**config.mk**
```make
export PLATFORM = sky130hd
export DESIGN_NAME = uart_tx_core
export DESIGN_NICKNAME = d
export VERILOG_FILES = /design/src/rtl/uart_tx_core.sv
export SDC_FILE = /design/constraint.sdc
export NUM_CORES = 1
export LEC_CHECK = 0
export ABC_AREA = 1
export ABC_CLOCK_PERIOD_IN_PS = 2300
export CORE_MARGIN = 3
export CORE_UTILIZATION = 40
export DETAILED_ROUTE_END_ITERATION = 10
export GPL_TIMING_DRIVEN = 0
export PLACE_DENSITY = 0.58
export SYNTH_ARGS = -nofsm -noshare
export SYNTH_HDL_FRONTEND = slang
export SYNTH_SLANG_ARGS = --single-unit
```
**constraint.sdc**
```tcl
create_clock -name clk -period 2.3 [get_ports clk]
set_clock_uncertainty 0.15 [all_clocks]
set_input_delay 0.23 -clock clk [delete_from_list [all_inputs] [get_ports clk]]
set_output_delay 0.23 -clock clk [all_outputs]
set_load 0.02 [all_outputs]
```
**src/rtl/uart_tx_core.sv**
```systemverilog
// uart_tx_core
//   UART transmitter. A word handed in on p_data is sent on tx_out as one
//   frame: a start bit (0), then dataWidth data bits LSB first, then an
//   optional parity bit, then a stop bit (1). Every bit lasts P clk cycles,
//   where P = prescale, and prescale == 0 means 64.
//
// Ports
//   clk         system clock, rising edge
//   rst         asynchronous, active-high reset
//   p_data      word to transmit
//   data_valid  transmit request; taken in IDLE or in the last stop cycle
//   par_en      1: append a parity bit
//   par_type    0: even parity, 1: odd parity
//   prescale    clk cycles per bit (0 -> 64)
//   tx_out      serial line, idle high (registered)
//   busy        a frame is on the line (registered)
//   frame_done  one-cycle pulse in the cycle after a stop bit ends
module uart_tx_core #(
  parameter int dataWidth = 8
) (
  input  logic                 clk,
  input  logic                 rst,
  input  logic [dataWidth-1:0] p_data,
  input  logic                 data_valid,
  input  logic                 par_en,
  input  logic                 par_type,
  input  logic [5:0]           prescale,
  output logic                 tx_out,
  output logic                 busy,
  output logic                 frame_done
);

  localparam int CW = (dataWidth > 1) ? $clog2(dataWidth) : 1;

  typedef enum logic [2:0] {IDLE, START, DATA, PARITY, STOP} state_t;

  state_t               state_reg, state_next;
  logic [5:0]           presc_cnt_reg, presc_cnt_next;
  logic [5:0]           period_m1_reg, period_m1_next;
  logic [CW-1:0]        bit_cnt_reg, bit_cnt_next;
  logic [dataWidth-1:0] shift_reg, shift_next;
  logic                 par_en_reg, par_en_next;
  logic                 par_bit_reg, par_bit_next;
  logic                 tx_out_reg, tx_out_next;
  logic                 busy_reg, busy_next;
  logic                 frame_done_reg, frame_done_next;

  logic                 end_bit;
  logic                 accept;
  logic [dataWidth-1:0] shifted;
  logic [dataWidth:0]   par_chain;

  // Running XOR over the incoming word; the result is captured at accept
  // so the parity bit always belongs to the latched word.
  assign par_chain[0] = 1'b0;
  for (genvar gi = 0; gi < dataWidth; gi++) begin : g_par
    assign par_chain[gi+1] = par_chain[gi] ^ p_data[gi];
  end

  // period_m1 holds P-1; prescale 0 wraps to 63, giving P = 64 for free.
  assign end_bit = (presc_cnt_reg == period_m1_reg);
  assign shifted = shift_reg >> 1;
  // Accepting in the final stop cycle lets the next start bit follow the
  // stop bit with no idle gap.
  assign accept  = data_valid &&
                   ((state_reg == IDLE) || ((state_reg == STOP) && end_bit));

  always_comb begin
    state_next      = state_reg;
    presc_cnt_next  = presc_cnt_reg;
    period_m1_next  = period_m1_reg;
    bit_cnt_next    = bit_cnt_reg;
    shift_next      = shift_reg;
    par_en_next     = par_en_reg;
    par_bit_next    = par_bit_reg;
    tx_out_next     = tx_out_reg;
    busy_next       = busy_reg;
    frame_done_next = 1'b0;

    if (state_reg != IDLE) begin
      presc_cnt_next = end_bit ? 6'd0 : presc_cnt_reg + 6'd1;
    end

    case (state_reg)
      IDLE: begin
        tx_out_next = 1'b1;
        busy_next   = 1'b0;
      end
      START: begin
        if (end_bit) begin
          state_next  = DATA;
          tx_out_next = shift_reg[0];
        end
      end
      DATA: begin
        if (end_bit) begin
          if (bit_cnt_reg == CW'(dataWidth - 1)) begin
            if (par_en_reg) begin
              state_next  = PARITY;
              tx_out_next = par_bit_reg;
            end else begin
              state_next  = STOP;
              tx_out_next = 1'b1;
            end
          end else begin
            bit_cnt_next = bit_cnt_reg + 1'b1;
            shift_next   = shifted;
            tx_out_next  = shifted[0];
          end
        end
      end
      PARITY: begin
        if (end_bit) begin
          state_next  = STOP;
          tx_out_next = 1'b1;
        end
      end
      STOP: begin
        if (end_bit) begin
          state_next      = IDLE;
          tx_out_next     = 1'b1;
          busy_next       = 1'b0;
          frame_done_next = 1'b1;
        end
      end
      default: begin
        state_next  = IDLE;
        tx_out_next = 1'b1;
        busy_next   = 1'b0;
      end
    endcase

    // A new frame overrides whatever the current state decided.
    if (accept) begin
      state_next     = START;
      presc_cnt_next = 6'd0;
      period_m1_next = prescale - 6'd1;
      bit_cnt_next   = '0;
      shift_next     = p_data;
      par_en_next    = par_en;
      par_bit_next   = par_chain[dataWidth] ^ par_type;
      tx_out_next    = 1'b0;
      busy_next      = 1'b1;
    end
  end

  always_ff @(posedge clk or posedge rst) begin
    if (rst) begin
      state_reg      <= IDLE;
      presc_cnt_reg  <= 6'd0;
      period_m1_reg  <= 6'd0;
      bit_cnt_reg    <= '0;
      shift_reg      <= '0;
      par_en_reg     <= 1'b0;
      par_bit_reg    <= 1'b0;
      tx_out_reg     <= 1'b1;
      busy_reg       <= 1'b0;
      frame_done_reg <= 1'b0;
    end else begin
      state_reg      <= state_next;
      presc_cnt_reg  <= presc_cnt_next;
      period_m1_reg  <= period_m1_next;
      bit_cnt_reg    <= bit_cnt_next;
      shift_reg      <= shift_next;
      par_en_reg     <= par_en_next;
      par_bit_reg    <= par_bit_next;
      tx_out_reg     <= tx_out_next;
      busy_reg       <= busy_next;
      frame_done_reg <= frame_done_next;
    end
  end

  assign tx_out     = tx_out_reg;
  assign busy       = busy_reg;
  assign frame_done = frame_done_reg;

endmodule

```
==> results.tsv, run 1 <==
stage	metric	value	unit
setup_path	crit_type	reg2reg	
yosys	synth_seq_area_share	0.404	
global_routing	antenna_found_initial	0	
outcome	status	finished clean	
placement	dp_hpwl	2850	um
timing	period_needed	1.81	ns
setup_path	cp_top_family	simple AND/OR/NAND/NOR gates	
clock_tree	htreeDepth	2	
timing	rsz0062_at_grt	false	
yosys	syn_inst	245	
placement	gp_congestion	0.763	
finish	n_antenna_cell	0	
pwr	finalPower	1.10	mW
timing	fin_hold_ws	0.225	ns
global_routing	track_usage	0.148	
pwr	power_density	482	mW/mm^2
finish	num-nets-final	295	
setup_path	cpMostUsedCell	nand2_1	
timing	setup_viol	0	
drt	ant_nets	0	
setup_path	cp-end-kind	flop	
clock_tree	cts_buffers	5	
clock_tree	worstSkewPairLatency	0.28	ns
floorplanning	die_height	75.4	um
yosys	synth_warnings	0	
setup_path	critPathMaxStageDelay	0.39	ns
finish	final_cell_area	0.00229	mm^2
timing	slew_headroom	0.195	
drt	drt_first_pass_iters	4	
timing	fmax	0.551	GHz
yosys	syn_area_per_cell	7.85	um^2
yosys	synth_nets	268	
finish	area_growth	19.0	%
setup_path	cp_cell_sequence	ha_1 > ha_1 > nor2_1 > nand3_4 > buf_6 > nand2_1 > nand2_1 > nand2_1 > inv_1	
clock_tree	clockRootBuffer	clkbuf_8	
global_routing	grt_overflow	0	
timing	drv_slew	0	
worst_hold_path	worstHoldPathCells	5	
drt	wl	3690	um
drt	drtIter0Drc	88	
yosys	synth_top_area_cell	dfrtp_1	
yosys	synth_top_cell_area_share	0.390	
floorplanning	row_count	24	
yosys	async_reset_ff_frac	1.00	
yosys	synth_enable_flop_cells	0	
floorplanning	start_util	0.427	
finish	largest_register_ffs	8	
drt	wl_per_cell	11.4	um
setup_path	critical_path_depth	9	
setup_path	required	2.33	ns
placement	io_buffers	20	
setup_path	timing.critical_path.buf_inv	2	
setup_path	reg2reg_slack	0.49	ns
clock_tree	postCtsResizedCells	0	
yosys	synth-main-ff-cell	dfrtp_1	
clock_tree	cts_setup_buffers	0	
worst_hold_path	min_path_type	in2reg	
timing	tns	0	ns
clock_tree	cts_sinks	31	
yosys	syn-cell-area	0.00192	mm^2
clock_tree	cts_tree	yes	
yosys	synth_commonest_cells	nand2_1 (80), inv_1 (31), dfrtp_1 (30)	
floorplanning	num_io_pins	22	
yosys	ys_types	28	
floorplanning	die_area	0.00568	mm^2
run	maxCapViolCount	0	
setup_path	crit_path_top_delay_cell	dfrtp_1	
setup_path	cp.arrival	1.84	ns
drt	via_per_inst	4.72	
yosys	synth_most_common_cell	nand2_1	
pwr	max-vdd-ir-drop	0.000247	V
clock_tree	clkTransAtPathRegs	0.06	ns
drt	drc	0	
timing	tightest_slew	1.21	ns
floorplanning	core	0.00450	mm^2
timing	hold_viol_final	0	
pwr	leakage	1.16	nW
placement	place_area	0.00219	mm^2
setup_path	rr_worst_depth	9	
drt	vias	1535	
global_routing	grt_pass1_vias	1410	
setup_path	cp-start-kind	flop	
finish	drive_gt1_frac	0.172	
setup_path	path_max_fanout	10	
timing	fin_crit_sh	0.789	
yosys	ys_ff_latch	31	
global_routing	grt_max_degree	32	
global_routing	grt_pass1_wl	6400	um
clock_tree	ctsHoldBuffers	0	
yosys	ys_top_cells_by_area	dfrtp_1 (39%), nand2_1 (16%), inv_1 (6.0%)	
floorplanning	die_w	75.4	um
clock_tree	cts_buffer_depth	2	
-- cell type report --
class,instances,area [um^2]
Tap cell,52,65.1
Fill cell,459,2210
Timing Repair Buffer,20,200
Inverter,39,146
Multi-Input combinational cell,170,957
Sequential cell,31,777
Buffer,5,43.8
Clock buffer,8,100
-- cells in the final DEF, fill, tap and decap left out, types with 3 or more instances in the layout --
cell	synthesis	layout
nand2_1	80	80
inv_1	31	31
dfrtp_1	30	30
clkdlybuf4s50_1	0	20
nand3_1	16	16
nor2_1	11	11
nand3_2	9	9
inv_2	8	8
xor2_1	8	8
clkbuf_8	0	7
xnor2_1	6	6
o21ai_2	6	6
a21oi_1	5	5
o21ai_0	5	5
o21ai_1	5	5
ha_1	4	4
buf_6	3	3
-- through the flow --
step	util	std cells	setup WS, ns
finish	0.508	325	0.486
detailed placement	0.486	317	0.396
CTS	0.508	325	0.460
global placement	0.486	317	0.443
floorplan	-	245	0.644
global route	0.508	325	0.290
-- power by group --
part	internal [mW]	switching [mW]
clock	0.273	0.199
sequential	0.545	0
combinational	0.0436	0.0427
total	0.862	0.241
-- metal layers --
layer / track usage / up-vias / part of all wire / wire, um
met5: 0 / - / 0 / 0
met4: 0.0524 / 0 / 0.015 / 56
met3: 0.0356 / 6 / 0.039 / 143
met2: 0.230 / 26 / 0.46 / 1690
met1: 0.203 / 683 / 0.49 / 1800
li1: - / 820 / - / -
-- logic make-up (layout without fill, tap and decap cells) --
kind of cell,count (synthesis),after routing,share of synthesized area
compound gates,23,23,0.0748
xor+xnor,14,14,0.0637
simple gates,129,129,0.333
buf+inv,44,72,0.0988
flops,31,31,0.404
fa+ha+maj,4,4,0.0260
-- worst paths after layout --
kind	startpoint	end
max	bit_cnt_reg[0]	bit_cnt_reg[2]
max reg2reg	bit_cnt_reg[0]	bit_cnt_reg[2]
min	data_valid	shift_reg[5]
max in group asynchronous	rst	busy
min reg2reg	tx_out	tx_out
min in group asynchronous	rst	period_m1_reg[1]
-- worst min-delay path: cells and delay by family --
family                 cells  cell delay, ns
buffers and inverters      2            0.21
AND/OR/NAND/NOR            3            0.18
No activity file was read; power rests on OpenSTA's default activity.
==> run 2: changes to the inputs <==
--- a/config.mk
+++ b/config.mk
@@ -6,12 +6,12 @@
 export NUM_CORES = 1
 export LEC_CHECK = 0
 export ABC_AREA = 1
-export ABC_CLOCK_PERIOD_IN_PS = 2300
+export ABC_CLOCK_PERIOD_IN_PS = 1500
 export CORE_MARGIN = 3
 export CORE_UTILIZATION = 40
 export DETAILED_ROUTE_END_ITERATION = 10
 export GPL_TIMING_DRIVEN = 0
-export PLACE_DENSITY = 0.58
+export PLACE_DENSITY = 0.6
 export SYNTH_ARGS = -nofsm -noshare
 export SYNTH_HDL_FRONTEND = slang
 export SYNTH_SLANG_ARGS = --single-unit
==> constraint.sdc (replaced) <==
create_clock -name clk -period 1.5 [get_ports clk]
set_clock_uncertainty 0.15 [all_clocks]
set_input_delay 0.15 -clock clk [delete_from_list [all_inputs] [get_ports clk]]
set_output_delay 0.15 -clock clk [all_outputs]
set_load 0.02 [all_outputs]
==> run 2 against run 1 <==
  * The flow now finishes with violations (negative setup slack)
  * Sequential power up 53%
  * Combinational power up 60%
  * First-iteration DRC count down 5.7%
  * Core utilization up 10 points
  * Clock power up 54%
  * Via count up 8.2%
  * Non-clock buffer count up 24
  * Critical endpoint is now period_m1_reg[2]
==> results.tsv, run 2 (same netlist as run 1, synthesis figures left out) <==
stage	metric	value	unit
outcome	status	finished with violations	
outcome	violations	negative setup slack	
clock_tree	worstSkewPairLatency	0.28	ns
setup_path	critical_path_depth	9	
clock_tree	htreeDepth	2	
finish	final_cell_mix	nand2_1 (62), inv_1 (28), dfrtp_1 (28), clkdlybuf4s50_1 (17), buf_4 (16)	
floorplanning	die_area	0.00568	mm^2
floorplanning	die_w	75.4	um
clock_tree	clkTransAtPathRegs	0.07	ns
timing	rsz0062_at_grt	true	
pwr	p_switching	0.380	mW
clock_tree	cts_sinks	31	
setup_path	required	1.52	ns
finish	layout_commonest_cell	nand2_1	
pwr	max-vdd-ir-drop	0.000442	V
global_routing	grt_pass1_wl	7090	um
clock_tree	ctsHoldBuffers	0	
pwr	netSwitchingFraction	0.223	
global_routing	met2_usage	0.267	
timing	hold_viol_final	0	
setup_path	timing.critical_path.buf_inv	1	
timing	slew_headroom	0.536	
drt	via_per_inst	4.76	
finish	num-fill-cells	410	
setup_path	path_max_fanout	8	
clock_tree	cts_buffers	5	
pwr	leakage	1.34	nW
finish	n_antenna_cell	0	
pwr	internal_power	1.32	mW
drt	wl	4420	um
drt	drc	0	
drt	vias	1661	
drt	ant_nets	0	
setup_path	cp-end-kind	flop	
global_routing	grt_use_met3	0.0396	
clock_tree	clockRootBuffer	clkbuf_8	
setup_path	crit_type	reg2reg	
finish	area_growth	42.3	%
drt	drt_first_pass_iters	4	
clock_tree	cts_buffer_depth	2	
placement	gp_congestion	0.808	
global_routing	busiest_layer	met2	
global_routing	use_met1	0.217	
setup_path	rr_worst_depth	9	
finish	largest_register_ffs	8	
global_routing	antenna_found_initial	0	
floorplanning	num_io_pins	22	
timing	fmax	0.604	GHz
placement	dp_hpwl	2830	um
floorplanning	row_count	24	
setup_path	cp.arrival	1.67	ns
setup_path	cp_cell_sequence	nor2_1 > nor2_2 > nor2_4 > nand4_4 > nand2_4 > nand2_8 > buf_6 > nand2_2 > o21ai_2	
setup_path	timing.rr.end	period_m1_reg[2]	
floorplanning	start_util	0.427	
finish	drive_gt1_frac	0.360	
timing	fin_hold_ws	0.164	ns
setup_path	reg2reg_slack	-0.16	ns
setup_path	critPathMaxStageDelay	0.42	ns
setup_path	critPathLaunch	presc_cnt_reg[4]	
timing	drv_slew	0	
timing	setup_viol	24	
global_routing	track_usage	0.164	
placement	place_area	0.00222	mm^2
global_routing	grt_overflow	0	
setup_path	r2r-start	presc_cnt_reg[4]	
timing	tns	-2.95	ns
global_routing	grt_pass1_vias	1560	
global_routing	grt_max_degree	32	
pwr	pwr-share-seq	0.491	
timing	period_needed	1.66	ns
worst_hold_path	min_path_type	in2async	
pwr	power_density	622	mW/mm^2
floorplanning	die_height	75.4	um
pwr	p_comb_frac	0.081	
placement	io_buffers	20	
finish	num-nets-final	319	
pwr	clkPwrFrac	0.427	
setup_path	crit_path_top_delay_cell	dfrtp_1	
floorplanning	core	0.00450	mm^2
setup_path	cp-start-kind	flop	
timing	fin_crit_sh	1.10	
timing	tightest_slew	0.694	ns
run	maxCapViolCount	0	
drt	drtIter0Drc	83	
setup_path	cp_top_family	simple AND/OR/NAND/NOR gates	
clock_tree	cts_tree	yes	
placement	dpl_worst_slack	-0.326	ns
drt	wl_per_cell	12.7	um
timing	fin_ws	-0.155	ns
finish	final_cell_area	0.00274	mm^2
finish	final_util	0.608	
## run 2: cell count changes in the layout (fill, tap and decap cells not counted), sizes merged
cell,delta
buf,+22
clkbuf,+2
clkinvlp,+1
dlygate4sd2,+3
clkdlybuf4s50,-3
inv,-1
## run 2: stage by stage
stage,cells,total power [mW]
after floorplan,245,0.921
after global placement,317,0.986
after detailed placement,317,0.987
after CTS,338,1.72
after global routing,349,1.76
final,349,1.70
## run 2: power by group through the flow
stage	Clock, mW	Sequential, mW	Combinational (mW)
finish	0.728	0.836	0.138
global route	0.771	0.835	0.157
CTS	0.745	0.836	0.138
detailed placement	0	0.852	0.136
global placement	0	0.852	0.134
floorplan	0	0.852	0.0692
## run 2: area by class of cell
cell class,instances,area [um^2],area share
multi-input cells,170,1110,0.405
flip-flops and latches,31,779,0.285
repair buffers,44,450,0.164
inverters,39,163,0.0594
clock buffers,8,100,0.0365
plain buffers,5,71.3,0.0260
well taps,52,65.1,0.0238
## run 2: worst register-to-register path: cells and delay by family (launching register included)
family                 cells  cell delay, ns
flip-flops                 1            0.42
AO/OA/AOI/OAI              1            0.05
buffers and inverters      1            0.16
AND/OR/NAND/NOR            7            0.77
## run 2: how the worst max path moves through the flow
stage,to,slack (ns)
CTS,bit_cnt_reg[2],-0.15
detailed placement,bit_cnt_reg[2],-0.33
floorplan,par_bit_reg,-0.03
global route,bit_cnt_reg[2],-0.25
global placement,busy,-0.31
finish,period_m1_reg[2],-0.16
## run 2: metal layers
layer / vias up / wire (um)
met5: - / 0
met4: 0 / 78
met3: 7 / 119
met2: 25 / 2200
met1: 770 / 2010
li1: 859 / -
## run 2: what timing repair did
item                       in CTS  in global routing
cloned                          1                  2
gates resized for setup        28                 30
setup endpoints to repair      61                 30
pin swaps                       4                  7
buffers inserted               12                  9
